==> src/rtl/adc_poll_avg.sv <==
// Autonomous XADC DRP poller: periodic single-register reads, 12-bit code extraction,
// and per-block average/min/max with timeout and overrun reporting.
module adc_poll_avg #(
    parameter int unsigned PERIOD_CYCLES  = 2000,
    parameter int unsigned AVG_LOG2       = 4,
    parameter int unsigned TIMEOUT_CYCLES = 255
) (
    input  logic        clk,
    input  logic        rst,
    input  logic        enable,
    input  logic [6:0]  ch_addr,
    output logic        rd,
    output logic        wr,
    output logic [6:0]  addr,
    output logic [15:0] data_in,
    input  logic        valid,
    input  logic [15:0] data_out,
    output logic        avg_valid,
    output logic [11:0] avg_code,
    output logic [11:0] min_code,
    output logic [11:0] max_code,
    output logic        timeout_err,
    output logic [7:0]  err_count,
    output logic        overrun
);

    localparam int unsigned PW = $clog2(PERIOD_CYCLES);
    localparam int unsigned TW = $clog2(TIMEOUT_CYCLES + 1);
    localparam int unsigned AW = 12 + AVG_LOG2;
    localparam int unsigned NW = AVG_LOG2 + 1;
    localparam logic [NW-1:0] N_LAST = NW'((1 << AVG_LOG2) - 1);

    typedef enum logic [1:0] {
        S_IDLE,
        S_ISSUE,
        S_WAIT
    } state_t;

    state_t        state, state_next;
    logic [PW-1:0] per_cnt;
    logic [TW-1:0] tmo_cnt;
    logic          tick;
    logic          accept;
    logic [AW-1:0] acc;
    logic [AW-1:0] acc_next;
    logic [NW-1:0] n;
    logic [11:0]   min_w, max_w;
    logic [11:0]   min_upd, max_upd;
    logic [11:0]   code;
    logic          first;
    logic          unused_bits;

    assign wr          = 1'b0;
    assign data_in     = '0;
    assign code        = data_out[15:4];
    assign unused_bits = ^data_out[3:0];
    assign tick        = enable && (per_cnt == PW'(PERIOD_CYCLES - 1));
    assign first       = (n == '0);
    assign acc_next    = acc + AW'(code);
    assign min_upd     = (first || code < min_w) ? code : min_w;
    assign max_upd     = (first || code > max_w) ? code : max_w;

    always_comb begin
        state_next  = state;
        rd          = 1'b0;
        accept      = 1'b0;
        timeout_err = 1'b0;
        case (state)
            S_IDLE: begin
                if (tick) state_next = S_ISSUE;
            end
            S_ISSUE: begin
                rd         = 1'b1;
                state_next = S_WAIT;
            end
            S_WAIT: begin
                if (valid) begin
                    accept     = 1'b1;
                    state_next = S_IDLE;
                end else if (tmo_cnt == TW'(TIMEOUT_CYCLES)) begin
                    timeout_err = 1'b1;
                    state_next  = S_IDLE;
                end
            end
            default: state_next = S_IDLE;
        endcase
    end

    always_ff @(posedge clk) begin
        if (rst) begin
            state     <= S_IDLE;
            per_cnt   <= '0;
            tmo_cnt   <= '0;
            acc       <= '0;
            n         <= '0;
            min_w     <= '0;
            max_w     <= '0;
            addr      <= '0;
            avg_valid <= 1'b0;
            avg_code  <= '0;
            min_code  <= '0;
            max_code  <= '0;
            err_count <= '0;
            overrun   <= 1'b0;
        end else begin
            state     <= state_next;
            avg_valid <= 1'b0;

            if (!enable || tick) per_cnt <= '0;
            else                 per_cnt <= per_cnt + PW'(1);

            if (state != S_WAIT) tmo_cnt <= '0;
            else                  tmo_cnt <= tmo_cnt + TW'(1);

            // A tick during an in-flight read is dropped, not queued.
            if (tick && state != S_IDLE) overrun <= 1'b1;

            if (timeout_err && err_count != 8'hFF) err_count <= err_count + 8'd1;

            if (state == S_IDLE && tick && first) addr <= ch_addr;

            if (accept) begin
                if (n == N_LAST) begin
                    avg_valid <= 1'b1;
                    avg_code  <= 12'(acc_next >> AVG_LOG2);
                    min_code  <= min_upd;
                    max_code  <= max_upd;
                    acc       <= '0;
                    n         <= '0;
                    min_w     <= '0;
                    max_w     <= '0;
                end else begin
                    acc   <= acc_next;
                    n     <= n + NW'(1);
                    min_w <= min_upd;
                    max_w <= max_upd;
                end
            end else if (state == S_IDLE && !enable) begin
                // Partial block is abandoned once polling stops.
                acc   <= '0;
                n     <= '0;
                min_w <= '0;
                max_w <= '0;
                addr  <= '0;
            end
        end
    end

endmodule

==> config.mk <==
export PLATFORM = sky130hd
export DESIGN_NAME = adc_poll_avg
export DESIGN_NICKNAME = d
export VERILOG_FILES = /design/src/rtl/adc_poll_avg.sv
export SDC_FILE = /design/constraint.sdc
export NUM_CORES = 1
export LEC_CHECK = 0
export CORE_ASPECT_RATIO = 1.1
export CORE_UTILIZATION = 54
export DETAILED_ROUTE_END_ITERATION = 10
export MAX_ROUTING_LAYER = met4
export PLACE_DENSITY = 0.81
export REMOVE_ABC_BUFFERS = 1
export SYNTH_ARGS = -nofsm -noshare
export SYNTH_HDL_FRONTEND = slang
export SYNTH_SLANG_ARGS = --single-unit
==> constraint.sdc <==
create_clock -name clk -period 3.3 [get_ports clk]
set_clock_uncertainty 0.2 [all_clocks]
set_input_delay 0.495 -clock clk [delete_from_list [all_inputs] [get_ports clk]]
set_output_delay 0.495 -clock clk [all_outputs]
set_load 0.005 [all_outputs]
; Yosys cells after proc, flatten, opt, wreduce, memory -nomap -nowiden
; Cells that the tools add are included.
[word_totals]
out_inout_bits = 72
word_cells = 77
register_bits = 119
inputBits = 27
[classes]
eq_ne = 9
n_mux = 27
addsub = 5
bitwise_logic = 1
n_reduce_logical = 19
magnitude_cmp = 2
[op_table]
columns = op, n
row1 = $mux 12, 7
row2 = $mux 16, 3
row3 = $mux 7, 3
row4 = $add 16x12->16, 1
row5 = $add 8x1->8 const B, 2
row6 = $mux 5, 3
row7 = $gt 12x12->1, 1
row8 = $lt 12x12->1, 1
row9 = $add 11x1->11 const B, 1
row10 = $eq 11x11->1 const B, 1
row11 = $eq 8x8->1 const B, 1
row12 = $ne 8x8->1 const B, 1
row13 = $mux 1, 7
row14 = $logic_and 1x1->1, 6
row15 = $mux 2, 3
row16 = $pmux 2 s3, 1
row17 = $reduce_or 2->1, 3
row18 = $add 5x1->5 const B, 1
row19 = $eq 5x4->1 const B, 1
row20 = $logic_not 5->1, 1
row21 = $ne 2x2->1 const B, 2
row22 = $reduce_and 2->1, 2
row23 = $reduce_bool 2->1, 2
row24 = $logic_or 1x1->1, 3
row25 = other kinds (6), 6

; Depth between registers and ports, before layout
[logic_depth]
ltp_word = 7
ltp_mapped = 10
mapped_depth_nobuf = 9

; Worst setup path after synthesis
; No wires, ideal clock.
[synth_timing]
path_kind = in2reg
start = input port data_out[4]
end = register avg_code[10]
path_stages = 9
setup_ns = 0.131
arrival_ns = 2.226
path_slack_ns = 0.743
n_path_buf = 0
t_required_ns = 2.969
cell_sequence = ha_1 inv_1 fa_1 nand2b_1 a21oi_1 a211oi_1 a211oi_1 xnor2_1 a21oi_1
[synth_between]
elab_chain_cells = 1
[synth_rtl]
columns = item, line_no
row1 = start: declaration, 17  ; input logic [15:0] data_out,
row2 = $add 16x12->16, 59  ; assign acc_next = acc + AW'(code);
row3 = end signal: assignment, 125  ; avg_code <= 12'(acc_next >> AVG_LOG2);
row4 = end: declaration, 19  ; output logic [11:0] avg_code,
; No other way between the ends.
; A chain may end at the register's enable or synchronous reset.

; Worst setup path after layout
[layout_timing]
start = input port data_out[4]
end = register acc[8]
[layout_between]
elab_chain_cells = 3
[layout_rtl]
columns = item, line_no
row1 = $add 16x12->16, 59
row2 = $mux 16, 123  ; if (n == N_LAST) begin
row3 = $mux 16, 122  ; if (accept) begin
row4 = end signal: assignment, 133  ; acc <= acc_next;
row5 = end: declaration, 44  ; logic [AW-1:0] acc;
; No other way between the ends.

==> results.txt <==
Status - finished clean
Yosys cell types - 61
Worst min path class - flip-flop to flip-flop
Main combinational cell family by area after synthesis - compound AO/OA/AOI/OAI gates
Overall Global Routing Usage - 27.6%
P per Cell Area - 463 nW/um^2
Critical Path Fanout Max - 4
Adder-cell share of the synthesized area - 8.71%
Initial antenna violation count - 0
Tmin final - 2830 ps
WP buf/inv - 3
Filler cells - 808
Top Layer Used - met4
N_diodes - 0
Async SR Flop Fraction - 0%
DP HPWL - 10,200 um
Post-cts gate resize count - 0
Final count of hold timing violations - 0
Post-synth EDFFs - 0
Synth Area in Compound Gates - 21.0%
Multi-input gate area - 3220 um^2
Total Power - 3530 uW
Cells after Synth - 677
Die Y - 112 um
Clock transition at path regs - 50 ps
CTS H-tree lvls - 4
TritonCTS Buffers - 17
Register area - 2380 um^2
Finished Layout Cells - 924
Ys flop type - dfxtp_1
Met2 wire length - 7270 um
Post-Synth Simple-Gate Area - 17.0%
GRT overflow - 0
Avg Cell Area, Syn - 8.82 um^2
Clock sinks - 119
Int Pwr - 2800 uW
DR vias - 5,351
Maximum clock rate - 354 MHz
Synth top area cells - dfxtp_1 (40%), ha_1 (8.4%), nor2_1 (4.1%), a22o_1 (3.8%), a311oi_1 (3.4%)
Critical path startpoint category - primary input
Vias in the first global route - 5,364
Clock power share - 53.9%
Final Util - 72.0%
I/O Buffers - 77
Max stage delay on crit path - 550 ps
Chip width - 102 um
Max-slew violation count - 0
Worst slew pin tran - 794 ps
Post-synthesis mux area share - 2.01%
Final setup fails - 0
Sw Share - 20.6%
Layout cell share with drive strength beyond 1 - 9.22%
Root buffer cell - clkbuf_16
Post-Synth XOR/XNOR Area - 4.10%
Maximum vdd drop - 0.299 mV
Skew-Pair Late Insertion Delay - 410 ps
CP top delay family - compound AO/OA/AOI/OAI gates
CP required - 3400 ps
Setup repair bufs after CTS - 0
ANT nets after route - 0
Area leader, netlist - dfxtp_1
Sequential cell fraction of total power - 40.8%
DRT iter0 DRCs - 270
#FFs+latches synth - 119
Largest net degree at the start of global routing - 60
Worst slew margin - 46.9%
# DRC - 0
Starting Density - 56.4%
First-pass GRT wire length - 24,300 um
WHS - 244 ps
Met3 routed WL - 738 um
Routed WL - 14,400 um
Switching pwr - 729 uW
Hold_buf cts - 0
Arrival @ worst endpoint - 2930 ps
Placement-stage worst setup slack - 59.7 ps
YS warnings - 0
Fin crit share - 85.6%
Yosys top cell area share - 39.9%
First-pass DRT Iterations - 4
Die Area - 11,500 um^2
Cell Area, Synth - 5970 um^2
RSZ-0062 raised after global routing - false
Setup slack after layout - 474 ps
CTS tree - yes
Vias per cell - 5.79
Post-Place Cells - 892
CTS Buffer Depth - 2
M1 WL - 5960 um
WS Path Type - primary input to flip-flop
Nature of the critical path endpoint - flip-flop
Register area share after synthesis - 39.9%
CP cell instances - clkdlybuf4s50_1 -> ha_1 -> inv_1 -> fa_1 -> nand2b_1 -> a21oi_1 -> buf_4 -> o21bai_1 -> a21boi_1 -> o21ai_0 -> a32o_1
Leak Pwr - 0.00298 uW
Ports - 99
WL/cell - 15.5 um
Commonest non-fill, non-tap cell in the layout - dfxtp_1
Number of max-cap violations - 0
Area growth, synth to finish - 27.6%
Routability cong. - 0.887
Slowest CP cell - clkdlybuf4s50_1
Most frequent cells in the layout - dfxtp_1 (119), clkdlybuf4s50_1 (77), nor2_1 (66)
Comb power frac - 5.3%
Layout Nets - 836
CORE AREA - 10,600 um^2
Rows - 39
final timing paths:
| kind | from | to | slack [ps] | cells past startpoint |
|---|---|---|---|---|
| max | data_out[4] | acc[8] | 470 | 11 |
| min | tmo_cnt[0] | tmo_cnt[0] | 240 | 1 |
| min reg2reg | tmo_cnt[0] | tmo_cnt[0] | 240 | 1 |
| max reg2reg | min_w[1] | min_w[11] | 660 | 8 |
state kept, by name (all words and copies together), names as in the netlist:
register and count:
acc 16, avg_code 12, max_code 12, max_w 12
min_code 12, min_w 12, per_cnt 11, err_count 8
tmo_cnt 8, addr 7, n 5, state 2
avg_valid 1, overrun 1
worst register-to-register path, cell delays in order (launching register included):
cell and delay, ps:
dfxtp_1 330, inv_1 60, ha_1 280, a2111oi_2 290, a2111oi_0 110, buf_4 160, o32a_1 410, a21oi_2 510
a22o_1 250
synthesized netlist by cell type, types with 4 or more instances:
| cell | instances |
|---|---|
| o21ai_1 | 4 |
| nand2b_1 | 6 |
| a21oi_1 | 31 |
| xnor2_1 | 11 |
| and3_1 | 14 |
| nand3_1 | 21 |
| xor2_1 | 17 |
| nor2b_1 | 5 |
| nor2_1 | 66 |
| a21o_1 | 16 |
| dfxtp_1 | 119 |
| or3_1 | 5 |
| nand4_1 | 13 |
| buf_2 | 6 |
| nor3_1 | 34 |
| o21ai_0 | 33 |
| nand3b_1 | 5 |
| a311oi_1 | 23 |
| ha_1 | 40 |
| a22oi_1 | 6 |
| o21a_1 | 4 |
| a31oi_1 | 4 |
| a22o_1 | 26 |
| inv_1 | 35 |
| nand2_1 | 28 |
| buf_4 | 18 |
| mux2i_1 | 12 |
| clkbuf_1 | 28 |
layer usage:
layer | track usage (%) | vias to the layer above
li1 | - | 2607
met1 | 29.9 | 2546
met2 | 47.4 | 162
met3 | 7.35 | 36
met4 | 10.8 | 0
met5 | - | -
cell type report:
cell class,count,area share (%)
clock buffer,24,6.58
clock inverter,8,1.54
inverter,36,1.77
multi-input combinational,482,42.3
sequential,119,31.3
tap,143,2.35
timing repair buffer,112,14.2
stage by stage:
stage	setup TNS, ps	cell area (um^2)
3_3_place_gp	0	7000
6_report	0	7620
4_1_cts	0	7620
5_1_grt	0	7620
3_5_place_dp	0	7000
2_1_floorplan	-23810	5730
logic make-up after synthesis:
kind of cell	Yosys count
simple gates	208
flops	119
compound gates	176
xor+xnor	28
mux	12
fa+ha+maj	41
buf+inv	92
other cells	1
power groups by stage:
stage	clock network (uW)	registers [uW]	logic, uW
final	1910	1440	186
after global routing	2010	1440	205
after CTS	1920	1440	185
after detailed placement	0	1470	182
after global placement	0	1470	178
after floorplan	0	1470	79.7
(Power assumes the default switching activity.)
